`src/rtl/cmd_handshake_src.sv`:
```
// Source-side endpoint of the PCLK command path: queues host commands and launches
// each as a 4-phase req/ack handshake, with ack timeout, abort/flush and guarded release.
`timescale 1ns/1ps
module cmd_handshake_src #(
    parameter int CW          = 3,
    parameter int AW          = 10,
    parameter int DW          = 10,
    parameter int SYNC_STAGES = 2,
    parameter int FIFO_DEPTH  = 4,
    parameter int TIMEOUT     = 255
) (
    input  logic          PCLK,
    input  logic          RESETn_pclk,
    input  logic          cmd_valid,
    output logic          cmd_ready,
    input  logic [CW-1:0] CMD,
    input  logic [AW-1:0] ADDR,
    input  logic [DW-1:0] WDATA,
    input  logic          ABORT,
    output logic [CW-1:0] CMD_REG_pclk,
    output logic [AW-1:0] ADDR_REG_pclk,
    output logic [DW-1:0] WDATA_REG_pclk,
    output logic          req_pclk,
    input  logic          ack_sclk,
    input  logic [DW-1:0] RDATA_sclk,
    output logic          rsp_valid,
    output logic [DW-1:0] RDATA_pclk,
    output logic          RESP_pclk,
    output logic          busy
);
    localparam int PW    = $clog2(FIFO_DEPTH);
    localparam int EW    = CW + AW + DW;
    localparam int GUARD = 2 * SYNC_STAGES + 2;
    localparam int GW    = $clog2(GUARD + 1);
    localparam int TW    = (TIMEOUT < 2) ? 1 : $clog2(TIMEOUT + 1);

    localparam logic [TW-1:0] TO_LAST  = TW'((TIMEOUT == 0) ? 0 : TIMEOUT - 1);
    localparam logic [GW-1:0] G_LAST   = GW'(GUARD - 1);
    localparam logic [PW:0]   FULL_LVL = (PW + 1)'(FIFO_DEPTH);

    typedef enum logic [1:0] {S_IDLE, S_LOAD, S_REQ, S_DROP} state_t;

    state_t                 state, state_nxt;
    logic [EW-1:0]          mem [FIFO_DEPTH];
    logic [EW-1:0]          head;
    logic [PW:0]            wr_ptr, rd_ptr;
    logic                   full, empty, push, pop;
    logic [SYNC_STAGES-1:0] ack_sync;
    logic                   ack_s;
    logic [TW-1:0]          to_cnt;
    logic [GW-1:0]          guard_cnt;
    logic                   timed_out, req_set, req_clr, rsp_ok, rsp_err;

    assign empty     = (wr_ptr == rd_ptr);
    assign full      = ((wr_ptr - rd_ptr) == FULL_LVL);
    assign cmd_ready = ~full & RESETn_pclk;
    // IDLE commands are acknowledged to the host but never occupy a slot
    assign push      = cmd_valid & cmd_ready & ~ABORT & (CMD != '0);
    assign head      = mem[rd_ptr[PW-1:0]];
    assign ack_s     = ack_sync[SYNC_STAGES-1];
    assign busy      = (state != S_IDLE) | ~empty;
    assign timed_out = (TIMEOUT != 0) && (to_cnt == TO_LAST);

    always_ff @(posedge PCLK) begin
        if (push) mem[wr_ptr[PW-1:0]] <= {CMD, ADDR, WDATA};
    end

    always_ff @(posedge PCLK) begin
        if (!RESETn_pclk || ABORT) begin
            wr_ptr <= '0;
            rd_ptr <= '0;
        end else begin
            if (push) wr_ptr <= wr_ptr + 1'b1;
            if (pop)  rd_ptr <= rd_ptr + 1'b1;
        end
    end

    always_ff @(posedge PCLK) begin
        if (!RESETn_pclk) ack_sync <= '0;
        else              ack_sync <= {ack_sync[SYNC_STAGES-2:0], ack_sclk};
    end

    always_ff @(posedge PCLK) begin
        if (!RESETn_pclk) state <= S_IDLE;
        else              state <= state_nxt;
    end

    always_comb begin
        state_nxt = state;
        pop       = 1'b0;
        req_set   = 1'b0;
        req_clr   = 1'b0;
        rsp_ok    = 1'b0;
        rsp_err   = 1'b0;
        case (state)
            S_IDLE: if (!ABORT && !empty) begin
                pop       = 1'b1;
                state_nxt = S_LOAD;
            end
            S_LOAD: if (ABORT) begin
                state_nxt = S_IDLE;
            end else if (!ack_s) begin
                req_set   = 1'b1;
                state_nxt = S_REQ;
            end
            // a same-cycle ack outranks both abort and timeout
            S_REQ: if (ack_s) begin
                rsp_ok    = 1'b1;
                req_clr   = 1'b1;
                state_nxt = S_DROP;
            end else if (ABORT || timed_out) begin
                rsp_err   = 1'b1;
                req_clr   = 1'b1;
                state_nxt = S_DROP;
            end
            S_DROP: if (!ack_s && guard_cnt == G_LAST) state_nxt = S_IDLE;
            default: state_nxt = S_IDLE;
        endcase
    end

    always_ff @(posedge PCLK) begin
        if (!RESETn_pclk) begin
            CMD_REG_pclk   <= '0;
            ADDR_REG_pclk  <= '0;
            WDATA_REG_pclk <= '0;
            req_pclk       <= 1'b0;
            rsp_valid      <= 1'b0;
            RDATA_pclk     <= '0;
            RESP_pclk      <= 1'b0;
            to_cnt         <= '0;
            guard_cnt      <= '0;
        end else begin
            rsp_valid <= rsp_ok | rsp_err;
            if (pop) {CMD_REG_pclk, ADDR_REG_pclk, WDATA_REG_pclk} <= head;
            if (req_set)      req_pclk <= 1'b1;
            else if (req_clr) req_pclk <= 1'b0;
            if (rsp_ok) begin
                RDATA_pclk <= RDATA_sclk;
                RESP_pclk  <= 1'b0;
            end else if (rsp_err) begin
                RDATA_pclk <= '0;
                RESP_pclk  <= 1'b1;
            end
            if (req_set)                            to_cnt <= '0;
            else if (state == S_REQ && to_cnt != '1) to_cnt <= to_cnt + 1'b1;
            // guard counts consecutive low-ack cycles; any late ack restarts it
            if (state != S_DROP || ack_s)  guard_cnt <= '0;
            else if (guard_cnt != G_LAST)  guard_cnt <= guard_cnt + 1'b1;
        end
    end
endmodule

```
`config.mk`:
```
export PLATFORM = sky130hd
export DESIGN_NAME = cmd_handshake_src
export DESIGN_NICKNAME = d
export VERILOG_FILES = /design/src/rtl/cmd_handshake_src.sv
export SDC_FILE = /design/constraint.sdc
export NUM_CORES = 1
export LEC_CHECK = 0
export BUFFER_PORTS_ARGS = -buffer_cell sky130_fd_sc_hd__buf_2
export CAP_MARGIN = 0
export CORE_MARGIN = 2
export CORE_UTILIZATION = 34
export DETAILED_ROUTE_END_ITERATION = 6
export GPL_ROUTABILITY_DRIVEN = 0
export HOLD_SLACK_MARGIN = 0.05
export PLACE_DENSITY_LB_ADDON = 0.05
export SETUP_SLACK_MARGIN = 0.5
export SLEW_MARGIN = 0
export SYNTH_ARGS = -nofsm -noshare
export SYNTH_HDL_FRONTEND = slang
export SYNTH_SLANG_ARGS = --single-unit
```
`constraint.sdc`:
```
create_clock -name PCLK -period 3 [get_ports PCLK]
set_input_delay 0.15 -clock PCLK [delete_from_list [all_inputs] [get_ports PCLK]]
set_output_delay 0.15 -clock PCLK [all_outputs]
set_load 0.1 [all_outputs]
```
==> impl_metrics.toml <==
[yosys]
ys_top_cells_by_area = "edfxtp_1 (49%), dfxtp_1 (20%), mux4_2 (9.2%)"
synth_ff_type = "edfxtp_1"
synthArstFlopShare_pct = 0
synth_nets = 437
synth.ff_latch_count = 149
syn_inst = 388
yosys.area.top_type = "edfxtp_1"
synth_top_area_share_pct = 48.9
ys_seq_area_share_pct = 69.1
synth_edf_count = 92
avgSynthCellArea_um2 = 14.6
netlist_area_mm2 = 0.00565
yosysUniqueCellTypes = 41
ys_warn_count = 0

[sta]
skew_ns = 0.00836
max_freq_mhz = 426
tightest_slew_ns = 0.672
finalCritPeriodShare_pct = 78.2
hold_slack_ns = 0.0774
fin_crit_ns = 2.35
rsz0062_at_grt = "true"
slew_violations = 0
setup_violations = 0
slew_headroom_pct = 55.2
setup_tns_ns = 0
hold_violations = 0

[floorplan]
die_area_mm2 = 0.0177
die_h_um = 133
core_area_mm2 = 0.0164
io_pins = 76
initial_core_util_pct = 34.4
fp-row-count = 47
die_w_um = 133

[status]
status = "completed"

[clock_network]
clk_pin_slew_ns = 0.06
clockRootBuffer = "clkbuf_16"
clock_latency_ns = 0.42
cts.sinks = 149
cts_buffers = 17
cts_max_path_buffers = 2
tritoncts = "yes"
cts_htree_levels = 4
cts_setup_buffers = 0

[route]
wl_per_cell_um = 15.9
ant_nets = 0
drt-pass1-iter-count = 4
vias = 3427
drc = 0
viasPerCell = 4.64
drt_iter0_drc = 154
wirelength_um = 11800

[power_and_ir_drop]
p_leak_nw = 2.63
p_per_area_mw_per_mm2 = 651
power.internal_w = 0.00368
power_frac_seq_pct = 46.8
clockPowerShare_pct = 46.3
max-vdd-ir-drop_mv = 0.399
combPwrFrac_pct = 6.8
switchingPower_w = 0.00105
switching_share_pct = 22.2

[place]
placed_cells = 672
port_buffers = 75
place_hpwl_um = 7280

[grt]
grt_start_max_net_pins = 27
grt_pass1_vias = 3478
grt_pass1_wl_um = 18800
grt_usage_pct = 14.3
overflow = 0
antenna_found_initial = 0

[critical_path]
crit_type = "reg2reg"
required_ns = 3.05
cp-end-kind = "register"
critPathArrivalTime_ns = 2.39
startpoint_type = "register"
rrSetupSlack_ns = 0.65
crit_fanout = 23

[final_layout]
antenna_cells = 0
nNetsFinal = 554
area_growth_pct = 28.7
fin_cells = 738
drive_gt1_share_pct = 28.2

[run]
cap_violations = 0

[hold_path]
hold_class = "in2reg"
[cells in the final DEF (no fill, tap or decap), drive strengths merged, types with 4 or more instances in the layout]
cell,instances
nor2,17
xnor2,4
edfxtp,92
nand2,58
clkinvlp,4
a22o,11
mux4,23
ha,11
dfxtp,57
nor2b,5
and2,5
a21oi,31
dlygate4sd3,34
clkbuf,21
buf,83
inv,11
o21ai,6
[area by class of cell]
class / instances / area (µm²)
Clock buffer: 21 / 470
Multi-Input combinational cell: 211 / 1630
Inverter: 9 / 33.8
Tap cell: 220 / 275
Clock inverter: 11 / 148
Timing Repair Buffer: 117 / 803
Fill cell: 1512 / 9140
Sequential cell: 149 / 3910
[state kept, by name (all words and copies together) (netlist names), 8 cells and up, named ones only]
name / count
ADDR_REG_pclk: 10
RDATA_pclk: 10
WDATA_REG_pclk: 10
mem: 92
to_cnt: 8
[what timing repair did]
action,in CTS,in global routing
setup endpoints to repair,0,70
resized for setup,0,2
endpoints found under the hold margin,103,0
hold buffers,34,0
[per-layer routing]
layer  vias to the layer above  wire length (µm)  track usage (%)
met3                        12               446             4.44
met1                      1679              5530             18.0
met4                         0               148             5.02
met2                        57              5620             23.2
li1                       1679                 -                -
met5                         -                 0                0
[critical path, stage by stage (launching register included)]
cell	delay [ns]
dfxtp_1	0.40
inv_1	0.11
ha_1	0.20
nor2b_1	0.13
xnor2_1	0.28
o21a_1	0.24
and2_2	0.62
[path summary, 6_finish.rpt]
check | startpoint | endpoint | depth (start not counted)
worst max-delay path | wr_ptr[0] | mem[2][9] | 6
worst min-delay path | RESETn_pclk | req_pclk | 2
worst min register to register | ack_sync[0] | ack_sync[1] | 1
worst max register to register | wr_ptr[0] | mem[2][9] | 6
[cell usage after synthesis, types with 4 or more instances]
cell type / number
nor2_1: 17
clkbuf_1: 11
nand2_1: 58
ha_1: 11
nor2b_1: 5
a21oi_1: 31
edfxtp_1: 92
a22o_1: 11
and2_1: 5
xnor2_1: 4
mux4_2: 23
inv_1: 9
dfxtp_1: 57
buf_2: 7
o21ai_0: 5
[power by group through the flow]
stage | Clock [W] | Sequential, W | Combinational (W)
6_report | 0.00219 | 0.00222 | 0.000323
3_5_place_dp | 0 | 0.00226 | 0.000294
3_3_place_gp | 0 | 0.00226 | 0.000292
5_1_grt | 0.00235 | 0.00222 | 0.000350
4_1_cts | 0.00225 | 0.00222 | 0.000328
2_1_floorplan | 0 | 0.00235 | 0.000109
[cell families after synthesis]
kind of cell | Yosys count | synth area share (%)
AOI/OAI and AO/OA | 64 | 7.31
muxes | 26 | 9.73
DFF | 149 | 69.1
buffers and inverters | 28 | 2.15
adders and majority gates | 11 | 2.44
xor gates and xnor gates | 6 | 0.931
and+or+nand+nor | 104 | 8.29
[through the flow]
step                util (%)  power (W)  worst slack (ns)  instance area [µm²]
floorplan                  -    0.00246             0.537                 5650
detailed placement      38.4    0.00255             0.625                 6300
finish                  44.3    0.00473             0.654                 7270
global route            44.3    0.00492             0.472                 7270
global placement        38.4    0.00255             0.686                 6300
CTS                     44.3    0.00479             0.599                 7260
No activity file was read; power rests on OpenSTA's default activity.
